[config.mk]
export PLATFORM = sky130hd
export DESIGN_NAME = axis_frame_packetizer
export DESIGN_NICKNAME = d
export VERILOG_FILES = /design/src/rtl/axis_pkt_pkg.sv /design/src/rtl/axis_frame_packetizer_if.sv /design/src/rtl/axis_skid_buffer.sv /design/src/rtl/axis_frame_packetizer.sv
export SDC_FILE = /design/constraint.sdc
export NUM_CORES = 1
export LEC_CHECK = 0
export CAP_MARGIN = 20
export CORE_ASPECT_RATIO = 1.5
export CORE_MARGIN = 2
export CORE_UTILIZATION = 54
export DETAILED_ROUTE_END_ITERATION = 6
export PLACE_DENSITY_LB_ADDON = 0.25
export SKIP_CTS_REPAIR_TIMING = 1
export SYNTH_ARGS = -nofsm -noshare
export SYNTH_HDL_FRONTEND = slang
export SYNTH_SLANG_ARGS = --single-unit
[constraint.sdc]
create_clock -name aclk -period 4.76 [get_ports aclk]
set_input_delay 0.714 -clock aclk [delete_from_list [all_inputs] [get_ports aclk]]
set_output_delay 0.714 -clock aclk [all_outputs]
set_load 0.02 [all_outputs]
[src/rtl/axis_pkt_pkg.sv]
// Shared FSM state encoding and packet-mode constants for the frame packetizer.
package axis_pkt_pkg;

    typedef enum logic {
        IDLE = 1'b0,
        RUN  = 1'b1
    } state_e;

    localparam logic MODE_CONT  = 1'b0;
    localparam logic MODE_BURST = 1'b1;

endpackage

[src/rtl/axis_frame_packetizer_if.sv]
// Generic valid/ready stream bundle; dat carries the payload (tdata plus any sideband bits).
interface axis_frame_packetizer_if #(
    parameter int W = 33
);
    logic [W-1:0] dat;
    logic         vld;
    logic         rdy;

    modport master (output dat, output vld, input rdy);
    modport slave  (input dat, input vld, output rdy);
endinterface

[src/rtl/axis_skid_buffer.sv]
// Two-entry skid buffer: registered output, 1-cycle latency, full throughput.
// in_if.rdy comes straight from a flop, so it never sees out_if.rdy combinationally.
module axis_skid_buffer #(
    parameter int W = 33
) (
    input  logic                           clk_i,
    input  logic                           rst_ni,
    axis_frame_packetizer_if.slave         in_if,
    axis_frame_packetizer_if.master        out_if
);

    logic [W-1:0] out_dat_q;
    logic [W-1:0] skid_dat_q;
    logic         out_vld_q;
    logic         skid_vld_q;
    logic         in_acc;
    logic         out_free;

    assign in_if.rdy  = ~skid_vld_q;
    assign in_acc     = in_if.vld & ~skid_vld_q;
    assign out_free   = out_if.rdy | ~out_vld_q;
    assign out_if.vld = out_vld_q;
    assign out_if.dat = out_dat_q;

    always_ff @(posedge clk_i) begin
        if (!rst_ni) begin
            out_dat_q  <= '0;
            skid_dat_q <= '0;
            out_vld_q  <= 1'b0;
            skid_vld_q <= 1'b0;
        end else if (out_free) begin
            // The skid entry is older than anything upstream, so it drains first.
            if (skid_vld_q) begin
                out_dat_q  <= skid_dat_q;
                out_vld_q  <= 1'b1;
                skid_vld_q <= 1'b0;
            end else begin
                out_vld_q <= in_acc;
                if (in_acc) begin
                    out_dat_q <= in_if.dat;
                end
            end
        end else if (in_acc) begin
            skid_dat_q <= in_if.dat;
            skid_vld_q <= 1'b1;
        end
    end

endmodule

[src/rtl/axis_frame_packetizer.sv]
// Cuts an AXI-Stream into fixed-length packets (tlast), continuous or triggered bursts.
// One cycle input-to-output latency via a skid buffer; source is throttled, never dropped.
module axis_frame_packetizer
    import axis_pkt_pkg::*;
#(
    parameter int AXIS_TDATA_WIDTH = 32,
    parameter int CNTR_WIDTH       = 32
) (
    input  logic                        aclk,
    input  logic                        aresetn,
    input  logic [CNTR_WIDTH-1:0]       cfg_length,
    input  logic                        cfg_mode,
    input  logic [CNTR_WIDTH-1:0]       cfg_pkts,
    input  logic                        cfg_trig,
    output logic                        s_axis_tready,
    input  logic [AXIS_TDATA_WIDTH-1:0] s_axis_tdata,
    input  logic                        s_axis_tvalid,
    input  logic                        m_axis_tready,
    output logic [AXIS_TDATA_WIDTH-1:0] m_axis_tdata,
    output logic                        m_axis_tvalid,
    output logic                        m_axis_tlast,
    output logic                        sts_busy,
    output logic [CNTR_WIDTH-1:0]       sts_pkt_cntr
);

    localparam int                    BW      = AXIS_TDATA_WIDTH + 1;
    localparam logic [CNTR_WIDTH-1:0] CNT_ONE = CNTR_WIDTH'(1);

    state_e                  state_q;
    logic [CNTR_WIDTH-1:0]   len_q;
    logic [CNTR_WIDTH-1:0]   beat_cnt_q;
    logic [CNTR_WIDTH-1:0]   pkt_left_q;
    logic [CNTR_WIDTH-1:0]   pkt_cntr_q;
    logic                    mode_q;

    logic                    run;
    logic                    beat_acc;
    logic                    beat_last;
    logic                    cont_start;
    logic                    burst_start;
    logic                    stay_run;

    axis_frame_packetizer_if #(.W(BW)) up_if ();
    axis_frame_packetizer_if #(.W(BW)) dn_if ();

    assign run           = (state_q == RUN);
    assign s_axis_tready = run & up_if.rdy;
    assign beat_acc      = s_axis_tvalid & s_axis_tready;
    assign beat_last     = (beat_cnt_q == len_q - CNT_ONE);
    assign sts_busy      = run;
    assign sts_pkt_cntr  = pkt_cntr_q;

    assign cont_start  = (cfg_mode == MODE_CONT) && (cfg_length != '0);
    assign burst_start = (cfg_mode == MODE_BURST) && cfg_trig &&
                         (cfg_length != '0) && (cfg_pkts != '0);
    // A zero length is never re-latched into RUN, so len_q - 1 stays meaningful.
    assign stay_run    = cont_start ||
                         ((cfg_mode == MODE_BURST) && (cfg_length != '0) &&
                          (pkt_left_q > CNT_ONE));

    assign up_if.vld = s_axis_tvalid & run;
    assign up_if.dat = {beat_last, s_axis_tdata};

    assign dn_if.rdy     = m_axis_tready;
    assign m_axis_tvalid = dn_if.vld;
    assign m_axis_tdata  = dn_if.dat[AXIS_TDATA_WIDTH-1:0];
    assign m_axis_tlast  = dn_if.dat[AXIS_TDATA_WIDTH];

    axis_skid_buffer #(.W(BW)) u_skid (
        .clk_i  (aclk),
        .rst_ni (aresetn),
        .in_if  (up_if),
        .out_if (dn_if)
    );

    always_ff @(posedge aclk) begin
        if (!aresetn) begin
            state_q    <= IDLE;
            len_q      <= '0;
            beat_cnt_q <= '0;
            pkt_left_q <= '0;
            pkt_cntr_q <= '0;
            mode_q     <= MODE_CONT;
        end else begin
            case (state_q)
                IDLE: begin
                    if (cont_start) begin
                        state_q    <= RUN;
                        len_q      <= cfg_length;
                        beat_cnt_q <= '0;
                        mode_q     <= MODE_CONT;
                    end else if (burst_start) begin
                        state_q    <= RUN;
                        len_q      <= cfg_length;
                        beat_cnt_q <= '0;
                        pkt_left_q <= cfg_pkts;
                        mode_q     <= MODE_BURST;
                    end
                end
                RUN: begin
                    if (beat_acc) begin
                        if (beat_last) begin
                            beat_cnt_q <= '0;
                            pkt_cntr_q <= pkt_cntr_q + CNT_ONE;
                            if (mode_q == MODE_BURST) begin
                                pkt_left_q <= pkt_left_q - CNT_ONE;
                            end
                            if (stay_run) begin
                                len_q  <= cfg_length;
                                mode_q <= cfg_mode;
                            end else begin
                                state_q <= IDLE;
                            end
                        end else begin
                            beat_cnt_q <= beat_cnt_q + CNT_ONE;
                        end
                    end
                end
                default: state_q <= IDLE;
            endcase
        end
    end

endmodule

==> impl_results.md <==
* DRT Pass-1 Iters at 5
* Reg-to-reg critical path endpoint: sts_pkt_cntr[29]$_SDFFE_PN0P_
* Final Hold Vio Count at 0
* Setup violators final at 0
* First-pass GRT wire length at 47200 um
* Yosys top cell by area: dfxtp_1
* Leakage power at between 4 and 5 nW
* Post-synth EDFFs at 0
* Main flop type after synthesis: dfxtp_1
* CP Class: reg -> reg
* RSZ-0062 raised after global routing: no
* Core ar. at about 19000 um2
* Peak supply drop at roughly 0.26 mV
* Seq cells post-synth at a little under 200
* Antenna fix cells at 0
* Critical-path top delay cell: or3b_1
* Vias in the first global route at between 9000 and 10000
* Post-Route Setup TNS at 0 ns
* Num rows at 62
* GRT Util Overall at between 20 and 30%
* Synth Instances at ~1300
* Post-DP HPWL at about 20000 um
* Layout Utilization at about two thirds
* Via/cell ratio at 6.11
* Hold Path Depth at 2
* Largest net degree at the start of global routing at 101
* FF-to-FF path depth at 12
* Sink Count at 198
* Post-DR wirelength/cell at 17.3 um
* Top cells by area, synth: dfxtp_1 (38%), mux2i_1 (5.4%), a21oi_1 (5.2%), nand2_1 (4.6%), nor2_1 (4.5%)
* Worst r2r src: len_q[0]$_SDFFE_PN0P_
* Yosys top cell area share at roughly two fifths
* Crit path largest cell delay at between 0.5 and 0.6 ns
* DRC viols at 0
* Synth Net Count at ~1400
* Routed Antenna Nets at 0
* CP max FO at 52
* Initial antenna violation count at 0
* Initial Util at a little over half
* Die Width at between 100 and 150 um
* Worst-path cell chain: inv_1 > ha_1 > or4b_1 > or3b_1 > or4_1 > and4b_1 > or3_1 > nor4_4 > nand4_2 > buf_4 > or4_1 > a21oi_1
* # H-tree levels at 4
* Worst Path Required at roughly 5.1 ns
* Setup crit end kind: flip-flop
* Worst Max-Slew Pin Slew at 1.01 ns
* Post-synthesis sequential area ratio at a little under two fifths
* IO buf count at around 170
* Fin crit period at around 4.5 ns
* Root buf cell: clkbuf_16
* CP Data Arrival Time at around 4.8 ns
* CTS Buf Count at 17
* Vias at just over 10000
* Synth async-reset ratio at 0%
* Die ar. at around 20000 um2
* Clock skew at 0.0127 ns
* Hold WC Path Type: reg -> reg
* Status: complete, no violations
* Most used cell, CP: or4_1
* Worst-case clock buffer depth at 2
* Hold path start: u_skid.skid_dat_q[32]$_SDFFE_PN0P_
* Gpl congestion at approximately 0.93
* Die H at 173 um
* Setup WS pre-CTS at 0.369 ns
* Share of cells above drive strength 1 at roughly 6.3%
* Fmax at about 220 MHz
* Clock latency on the worst-skew pair at roughly 0.45 ns
* Clock slew at reported path FFs at around 0.09 ns
* Total Wirelength at around 29000 um
* Ys Warns at 0
* GRT Residual Overflow at 0
* Number of distinct library cells after synthesis at between 60 and 70
* Reg-to-reg slack, setup at between 0.2 and 0.3 ns
* Fin crit share at between 90 and 100%
* Slew HR at 32.3%
* Final Max Tran Viols at 0
* Area Growth Syn to Fin at 24.5%
* Synth Area per Inst at roughly 8 um2
* Worst Hold Path EP: u_skid.skid_dat_q[32]$_SDFFE_PN0P_
* Final #Nets at 1515
* Max cap viols at 0
* Worst setup SP type: flip-flop
* Ports at 170
* Final worst slack at around 0.3 ns
* Post-Synthesis Cell Area at between 10000 and 15000 um2
* 1st-iter DRT viols at approximately 680
* Cell Pwr Density at 323 nW/um2
* CTS tree: yes
==> Yosys cell counts (all sizes together) (5+ instances only) <==
cell,n
o211ai,11
nor2,123
a31oi,10
o221a,6
nand4,30
nand2,126
or3,15
or4,27
inv,21
and2,7
nand3,86
xor2,32
o21ai,67
nor2b,7
nor3,31
nor4,39
ha,5
dfxtp,198
o311ai,7
and3,14
a21oi,107
a211oi,34
mux2,5
o21ba,5
buf,10
xnor2,36
o31ai,31
nand3b,5
clkbuf,82
mux2i,56
==> power breakdown <==
part,internal (mW),total [mW],switching (mW)
clock network,0.747,1.55,0.804
registers,1.73,1.80,0.0764
logic,0.339,0.809,0.470
==> routing by layer <==
metal	global-route usage, %	part of all wire, %	vias up
met5	0	0	-
met4	15.4	4.5	0
met3	6.78	5.6	82
met2	49.4	51	296
met1	32.4	39	4881
li1	-	-	4987
==> stage by stage <==
| step | total power [mW] | hold WS, ns | cells | area (um2) |
|---|---|---|---|---|
| 6_report | 4.16 | 0.453 | 1677 | 12900 |
| 5_1_grt | 4.34 | 0.476 | 1677 | 12900 |
| 4_1_cts | 4.17 | 0.456 | 1677 | 12900 |
| 3_5_place_dp | 2.64 | 0.444 | 1645 | 12200 |
| 3_3_place_gp | 2.62 | 0.441 | 1645 | 12200 |
| 2_1_floorplan | 2.33 | 0.432 | 1290 | 10300 |
==> cell usage in the layout (no fill, tap or decap), types with 4 or more instances in the layout <==
master / n
clkdlybuf4s50_1: 169
o21ai_0: 66
a31oi_1: 10
mux2_2: 5
buf_4: 20
or2_2: 4
or3_1: 15
mux2i_1: 56
xor2_1: 32
clkbuf_16: 17
o311ai_0: 7
or4_1: 27
o221a_2: 6
a21oi_1: 105
nand2_1: 126
o31ai_1: 31
a211oi_1: 34
xnor2_1: 36
o21ba_2: 5
inv_1: 20
nand4_1: 29
nand3_1: 86
clkinv_8: 6
and2_1: 7
ha_1: 5
nor4_1: 37
nor2_1: 121
nor2b_1: 7
nor3_1: 31
o211ai_1: 11
nand3b_1: 5
and3_1: 14
dfxtp_1: 197
inv_12: 5
==> worst max-delay path, delay by kind of cell, from the launching register on <==
kind	cells	cell delay, ns
and+or+nand+nor	8	3.23
DFF	1	0.36
buffers and inverters	2	0.36
AOI/OAI and AO/OA	1	0.17
adders and majority gates	1	0.23
==> cells by family after synthesis <==
kind of cell	after synthesis	share of synthesized area, %
compound gates	311	19.2
xor+xnor	68	5.76
fa+ha+maj	5	0.605
buf+inv	113	4.19
flops	198	38.3
mux	61	5.97
simple gates	534	26.0
==> flip-flops by register name, indices dropped and copies added (netlist names) <==
| name | flops |
|---|---|
| beat_cnt_q | 32 |
| len_q | 32 |
| mode_q | 1 |
| pkt_left_q | 32 |
| sts_busy | 1 |
| sts_pkt_cntr | 32 |
| u_skid.out_if.dat | 33 |
| u_skid.out_if.vld | 1 |
| u_skid.skid_dat_q | 33 |
| u_skid.skid_vld_q | 1 |
==> area by class of cell <==
type                    instances  area, um2
inverters                      21       81.3
clock buffers                  17        425
clock inverters                15        228
multi-input cells             979       5970
fillers                      1616       6060
flip-flops and latches        198       3970
repair buffers                191       1880
well taps                     256        320
==> worst max path at each step <==
stage,from,to,slack [ns]
detailed placement,len_q[0]$_SDFFE_PN0P_,sts_pkt_cntr[31]$_SDFFE_PN0P_,0.37
finish,len_q[0]$_SDFFE_PN0P_,sts_pkt_cntr[29]$_SDFFE_PN0P_,0.30
floorplan,len_q[0]$_SDFFE_PN0P_,sts_pkt_cntr[29]$_SDFFE_PN0P_,0.74
CTS,len_q[0]$_SDFFE_PN0P_,sts_pkt_cntr[29]$_SDFFE_PN0P_,0.31
global route,len_q[0]$_SDFFE_PN0P_,sts_pkt_cntr[16]$_SDFFE_PN0P_,0.11
global placement,len_q[0]$_SDFFE_PN0P_,sts_pkt_cntr[26]$_SDFFE_PN0P_,0.46
No activity file was read; power rests on OpenSTA's default activity.
